===== src/rtl/perf_report_uart.sv =====
// perf_report_uart
//   Snapshots the core's five performance counters on a start request and
//   streams them as a fixed frame on a UART 8N1 TX line.
//
//   Binary frame (default, 22 bytes):
//     0xA5, five counters as 32-bit little-endian words (clk_cycles,
//     retired_instructions, predictions_made, correct_predictions,
//     invalid_clk_cycles), then an 8-bit sum of bytes 1..20.
//   ASCII frame (PERF_REPORT_ASCII_EN defined, 45 characters):
//     'P', each payload byte as two upper-case hex characters (high nibble
//     first), the same checksum as two hex characters, then CR LF.
//
// Parameters:
//   CLKS_PER_BIT  clk cycles per UART bit (minimum 2)
// Ports:
//   clk                   system clock
//   rst_n                 asynchronous active-low reset
//   start                 report request, sampled only while idle
//   clk_cycles            core cycle counter (28 bits)
//   retired_instructions  retired count (13 bits)
//   predictions_made      branches resolved (13 bits)
//   correct_predictions   correct predictions (13 bits)
//   invalid_clk_cycles    invalid-slot cycles (13 bits)
//   tx                    UART serial output, idle high, registered
//   busy                  frame in progress
//   done                  one-cycle pulse when the frame ends
`timescale 1ns/1ps
module perf_report_uart #(
  parameter int CLKS_PER_BIT = 651
) (
  input  logic        clk,
  input  logic        rst_n,
  input  logic        start,
  input  logic [27:0] clk_cycles,
  input  logic [12:0] retired_instructions,
  input  logic [12:0] predictions_made,
  input  logic [12:0] correct_predictions,
  input  logic [12:0] invalid_clk_cycles,
  output logic        tx,
  output logic        busy,
  output logic        done
);

  localparam int CNT_W = (CLKS_PER_BIT > 2) ? $clog2(CLKS_PER_BIT) : 1;
  localparam logic [CNT_W-1:0] CNT_MAX = CNT_W'(CLKS_PER_BIT - 1);

`ifdef PERF_REPORT_ASCII_EN
  localparam logic [5:0] LAST_IDX = 6'd44;
`else
  localparam logic [5:0] LAST_IDX = 6'd21;
`endif

  localparam logic [1:0] IDLE      = 2'd0;
  localparam logic [1:0] START_BIT = 2'd1;
  localparam logic [1:0] DATA      = 2'd2;
  localparam logic [1:0] STOP_BIT  = 2'd3;

  logic [1:0]       state;
  logic [CNT_W-1:0] clk_cnt;
  logic [2:0]       bit_idx;
  logic [5:0]       byte_idx;
  logic [7:0]       tx_byte;
  logic [7:0]       checksum;

  logic [27:0] snap_cyc;
  logic [12:0] snap_ret;
  logic [12:0] snap_pred;
  logic [12:0] snap_corr;
  logic [12:0] snap_inv;

  logic        bit_end;
  logic [5:0]  ld_idx;
  logic [5:0]  ofs;
  logic [5:0]  pay_sel;
  logic [31:0] pay_word;
  logic [7:0]  pay_byte;
  logic [7:0]  ld_char;
  logic        ld_add;

`ifdef PERF_REPORT_ASCII_EN
  function automatic logic [7:0] hex_char(input logic [3:0] n);
    return (n < 4'd10) ? (8'h30 + {4'h0, n}) : (8'h37 + {4'h0, n});
  endfunction
`endif

  assign bit_end = (clk_cnt == CNT_MAX);

  // Character to load next: index 0 when a frame is accepted, otherwise the
  // one after the current index. The checksum register already holds the
  // sum of every payload byte loaded so far when the checksum is loaded.
  always_comb begin
    ld_idx = (state == IDLE) ? '0 : byte_idx + 6'd1;
    ofs    = ld_idx - 6'd1;
`ifdef PERF_REPORT_ASCII_EN
    pay_sel = {1'b0, ofs[5:1]};
`else
    pay_sel = ofs;
`endif
    case (pay_sel[5:2])
      4'd0:    pay_word = {4'h0, snap_cyc};
      4'd1:    pay_word = {19'h0, snap_ret};
      4'd2:    pay_word = {19'h0, snap_pred};
      4'd3:    pay_word = {19'h0, snap_corr};
      default: pay_word = {19'h0, snap_inv};
    endcase
    case (pay_sel[1:0])
      2'd0:    pay_byte = pay_word[7:0];
      2'd1:    pay_byte = pay_word[15:8];
      2'd2:    pay_byte = pay_word[23:16];
      default: pay_byte = pay_word[31:24];
    endcase
`ifdef PERF_REPORT_ASCII_EN
    // Payload byte is accumulated once, when its high-nibble character loads.
    ld_add = (ld_idx >= 6'd1) && (ld_idx <= 6'd40) && !ofs[0];
    case (ld_idx)
      6'd0:    ld_char = 8'h50;
      6'd41:   ld_char = hex_char(checksum[7:4]);
      6'd42:   ld_char = hex_char(checksum[3:0]);
      6'd43:   ld_char = 8'h0D;
      6'd44:   ld_char = 8'h0A;
      default: ld_char = hex_char(ofs[0] ? pay_byte[3:0] : pay_byte[7:4]);
    endcase
`else
    ld_add = (ld_idx >= 6'd1) && (ld_idx <= 6'd20);
    case (ld_idx)
      6'd0:    ld_char = 8'hA5;
      6'd21:   ld_char = checksum;
      default: ld_char = pay_byte;
    endcase
`endif
  end

  always_ff @(posedge clk or negedge rst_n) begin
    if (!rst_n) begin
      state     <= IDLE;
      clk_cnt   <= '0;
      bit_idx   <= '0;
      byte_idx  <= '0;
      tx_byte   <= '0;
      checksum  <= '0;
      snap_cyc  <= '0;
      snap_ret  <= '0;
      snap_pred <= '0;
      snap_corr <= '0;
      snap_inv  <= '0;
      tx        <= 1'b1;
      busy      <= 1'b0;
      done      <= 1'b0;
    end else begin
      done <= 1'b0;
      case (state)
        IDLE: begin
          if (start) begin
            snap_cyc  <= clk_cycles;
            snap_ret  <= retired_instructions;
            snap_pred <= predictions_made;
            snap_corr <= correct_predictions;
            snap_inv  <= invalid_clk_cycles;
            clk_cnt   <= '0;
            bit_idx   <= '0;
            byte_idx  <= '0;
            checksum  <= '0;
            tx_byte   <= ld_char;
            tx        <= 1'b0;
            busy      <= 1'b1;
            state     <= START_BIT;
          end
        end
        START_BIT: begin
          if (bit_end) begin
            clk_cnt <= '0;
            bit_idx <= '0;
            tx      <= tx_byte[0];
            state   <= DATA;
          end else begin
            clk_cnt <= clk_cnt + CNT_W'(1);
          end
        end
        DATA: begin
          if (bit_end) begin
            clk_cnt <= '0;
            if (bit_idx == 3'd7) begin
              tx    <= 1'b1;
              state <= STOP_BIT;
            end else begin
              bit_idx <= bit_idx + 3'd1;
              tx      <= tx_byte[bit_idx + 3'd1];
            end
          end else begin
            clk_cnt <= clk_cnt + CNT_W'(1);
          end
        end
        STOP_BIT: begin
          if (bit_end) begin
            clk_cnt <= '0;
            if (byte_idx == LAST_IDX) begin
              busy  <= 1'b0;
              done  <= 1'b1;
              state <= IDLE;
            end else begin
              byte_idx <= ld_idx;
              tx_byte  <= ld_char;
              if (ld_add) begin
                checksum <= checksum + pay_byte;
              end
              tx    <= 1'b0;
              state <= START_BIT;
            end
          end else begin
            clk_cnt <= clk_cnt + CNT_W'(1);
          end
        end
        default: state <= IDLE;
      endcase
    end
  end

endmodule


===== config.mk =====
export PLATFORM = sky130hd
export DESIGN_NAME = perf_report_uart
export DESIGN_NICKNAME = d
export VERILOG_FILES = /design/src/rtl/perf_report_uart.sv
export SDC_FILE = /design/constraint.sdc
export NUM_CORES = 1
export LEC_CHECK = 0
export BUFFER_PORTS_ARGS = -buffer_cell sky130_fd_sc_hd__buf_2
export CAP_MARGIN = 10
export CORE_MARGIN = 3
export CORE_UTILIZATION = 46
export CTS_CLUSTER_SIZE = 40
export DETAILED_ROUTE_END_ITERATION = 7
export HOLD_SLACK_MARGIN = 0.08
export PLACE_DENSITY = 0.74
export SYNTH_ARGS = -nofsm -noshare
export SYNTH_HDL_FRONTEND = slang
export SYNTH_SLANG_ARGS = --single-unit
export TNS_END_PERCENT = 50

===== constraint.sdc =====
create_clock -name clk -period 10.7 [get_ports clk]
set_clock_uncertainty 0.05 [all_clocks]
set_input_delay 1.605 -clock clk [delete_from_list [all_inputs] [get_ports clk]]
set_output_delay 1.605 -clock clk [all_outputs]
set_load 0.02 [all_outputs]

==> results.toml <==
[synthesis]
muxShareOfSynthArea = 0.185
synth_fa_ha_area_frac = 0.0360
synth.most_common_cell = "dfrtp_1"
synth_edf_count = 0
synth-compound-area-share = 0.155
synth_area_sq_mm = 0.00646
postSynthCellCount = 589
ys_top_cells_by_area = "dfrtp_1, mux2_2, ha_1"
synth-main-ff-cell = "dfrtp_1"
synthesis.nets = 690
yosys.area.top_type = "dfrtp_1"
yosys.area_share.simple = 0.111
synthXorXnorAreaFrac = 0.0159
synth_commonest_cells = "dfrtp_1, mux2_2, nand2_1, nor2_1, o21ai_0"
synth_top_family_by_area = "multiplexers"
yosysWarnings = 0
synth_cell_types = 64
ys_seq_area_frac = 0.465
synthDominantCellAreaShare = 0.461
ys_ff_latch = 120
avgSynthCellArea_sq_um = 11.0
async_flop_share = 1.00

[drt]
drc = 0
postRouteAntennaNets = 0
vias = 4942
wl_per_cell_microns = 18.2
first_iter_violations = 452
detailedRoute.firstPassIterationCount = 5
drt_wl_total_mm = 15.5
via_per_inst = 5.79

[placed_design]
place_inst = 821
pre_cts_ws_ns = 5.77
portBuffers = 85
place_hpwl_mm = 11.3
placed_area_sq_mm = 0.00700
routabilityCongestion = 0.886

[critical_path]
worstSetupStartpointType = "flip-flop"
path_max_fanout = 15
cp-end-kind = "flip-flop"
crit_type = "reg -> reg"
r2r_start = "byte_idx[0]$_DFFE_PN0P_"
critical_path.startpoint = "byte_idx[0]$_DFFE_PN0P_"
crit_arrival_ns = 5.29
required_ns = 10.99

[grt]
use_met3 = 0.0626
grt_use_met1 = 0.247
grt_use_total = 0.206
grt.met2_usage = 0.345
grt_start_max_net_pins = 81
grt_overflow = 0
first_global_vias = 5254
busiest_layer = "met2"
grt_pass1_wl_mm = 25.8
antenna_found_initial = 0

[die]
die_x_microns = 125
fp.coreArea_sq_mm = 0.0135
start_util = 0.479
die_area_sq_mm = 0.0155
row_count = 42
dieHeight_microns = 125
io-pin-count = 86

[sta]
setup_ws_ns = 5.69
whs_ns = 0.421
rsz0062_at_grt = "no"
maxSlewViolCount = 0
fmax_mhz = 200
setup_viol = 0
slew_headroom = 0.318
min_period_ns = 5.01
hold_violations = 0
period_share = 0.468
finalSetupTns_ns = 0
worst_pin_slew_ns = 1.02

[clock_network]
cts_made_buffers = 17
insertion_delay_ns = 0.41
clock-sinks = 120
postCtsHoldBufs = 0
cts_root_buffer = "clkbuf_16"
post-cts-setup-buffer-count = 0
cts_max_path_buffers = 2
post_cts_resized = 0
clk_pin_slew_ns = 0.06
cts_tree = "done"
cts_htree_levels = 4

[min_path]
holdCritStartpoint = "tx$_DFFE_PN1P_"
hold_class = "reg -> reg"

[run]
cap_violations = 0

[power]
total_power_mw = 2.35
p_leak_nw = 3.38
peakVddDrop_mv = 0.172
powerDensity_mw_per_mm2 = 309

[layout]
fin_nets = 765
drive_gt1_frac = 0.335
antenna_cells = 0
final_cells = 853
area_growth_pct = 17.9
utilization = 0.564
n_fill_cell = 1131
final_area_sq_mm = 0.00762

[run_status]
status = "finished, final reports clean"
==> sequential cells by signal, summed over array words and instances (netlist names) <==
signal and flops:
snap_pred 13, tx_byte 8, snap_corr 13, busy 1, clk_cnt 10, done 1
tx 1, byte_idx 6, snap_inv 13, snap_cyc 28, snap_ret 13, state 2
bit_idx 3, checksum 8
==> kinds of logic (layout without fill, tap and decap cells) <==
family                     count (synthesis)  after routing
buffers and inverters                     52            140
DFF                                      120            120
xor gates and xnor gates                  10             10
muxes                                    104            104
adders and majority gates                 18             18
and+or+nand+nor                          142            142
AOI/OAI and AO/OA                        143            143
==> path summary, 6_finish.rpt <==
kind,endpoint,slack [ns],cells after the start
setup / recovery,checksum[7]$_DFFE_PN0P_,5.69,17
hold / removal,tx$_DFFE_PN1P_,0.42,2
setup reg to reg,checksum[7]$_DFFE_PN0P_,5.69,17
hold reg to reg,tx$_DFFE_PN1P_,0.42,2
max in group asynchronous,snap_corr[4]$_DFFE_PN0P_,8.18,2
min in group asynchronous,clk_cnt[4]$_DFFE_PN0P_,1.19,1
==> critical path: stages (launching register included) <==
cell,delay (ns)
dfrtp_1,0.56
ha_1,0.39
xnor2_2,0.67
xor2_1,0.30
and2_1,0.42
a221o_1,0.35
a22oi_1,0.16
a21oi_1,0.09
a211o_1,0.35
ha_1,0.34
inv_1,0.07
o21ai_0,0.16
a21oi_1,0.12
o21bai_1,0.14
a21oi_1,0.09
or3_1,0.34
a21o_1,0.20
mux2i_1,0.13
==> layer usage <==
| layer | share of wire | wire length [microns] |
|---|---|---|
| met1 | 0.41 | 6280 |
| met2 | 0.50 | 7700 |
| met3 | 0.066 | 1020 |
| met4 | 0.032 | 491 |
| met5 | 0 | 0 |
==> where the power goes <==
group | internal, mW | switching, mW
clock | 0.384 | 0.202
sequential | 0.646 | 0.138
combinational | 0.455 | 0.529
total | 1.48 | 0.869
==> area by class of cell <==
cell class              count  area, sq um  area share
inverters                  20         75.1     0.00985
flip-flops and latches    120         3000       0.394
repair buffers             88          450      0.0591
clock buffers              21          470      0.0617
multi-input cells         417         3250       0.427
clock inverters            11          146      0.0192
well taps                 176          220      0.0289
==> cells in the final DEF, fill, tap and decap left out, types with 5 or more instances in the layout <==
master     netlist  final
ha_1            17     17
buf_2            8     84
nand2_1         47     46
a21oi_1         23     23
and3_1           7      7
a221oi_1         8      8
o22ai_1         12     12
a22oi_1          9      9
nand4_1          5      5
mux2_2          86     86
o21ai_0         26     26
nand3b_1         5      5
mux2i_1         12     12
a31oi_1          5      5
o21ai_1         12     12
dfrtp_1        119    119
nand2b_1         8      8
xor2_1           5      5
and2_1           5      5
nand3_1         10     10
a222oi_1         5      5
clkbuf_16        0     17
inv_1           20     20
nor3_1           6      6
o211ai_1         7      7
nor2_1          30     30
Power figures use the tool's default switching activity.
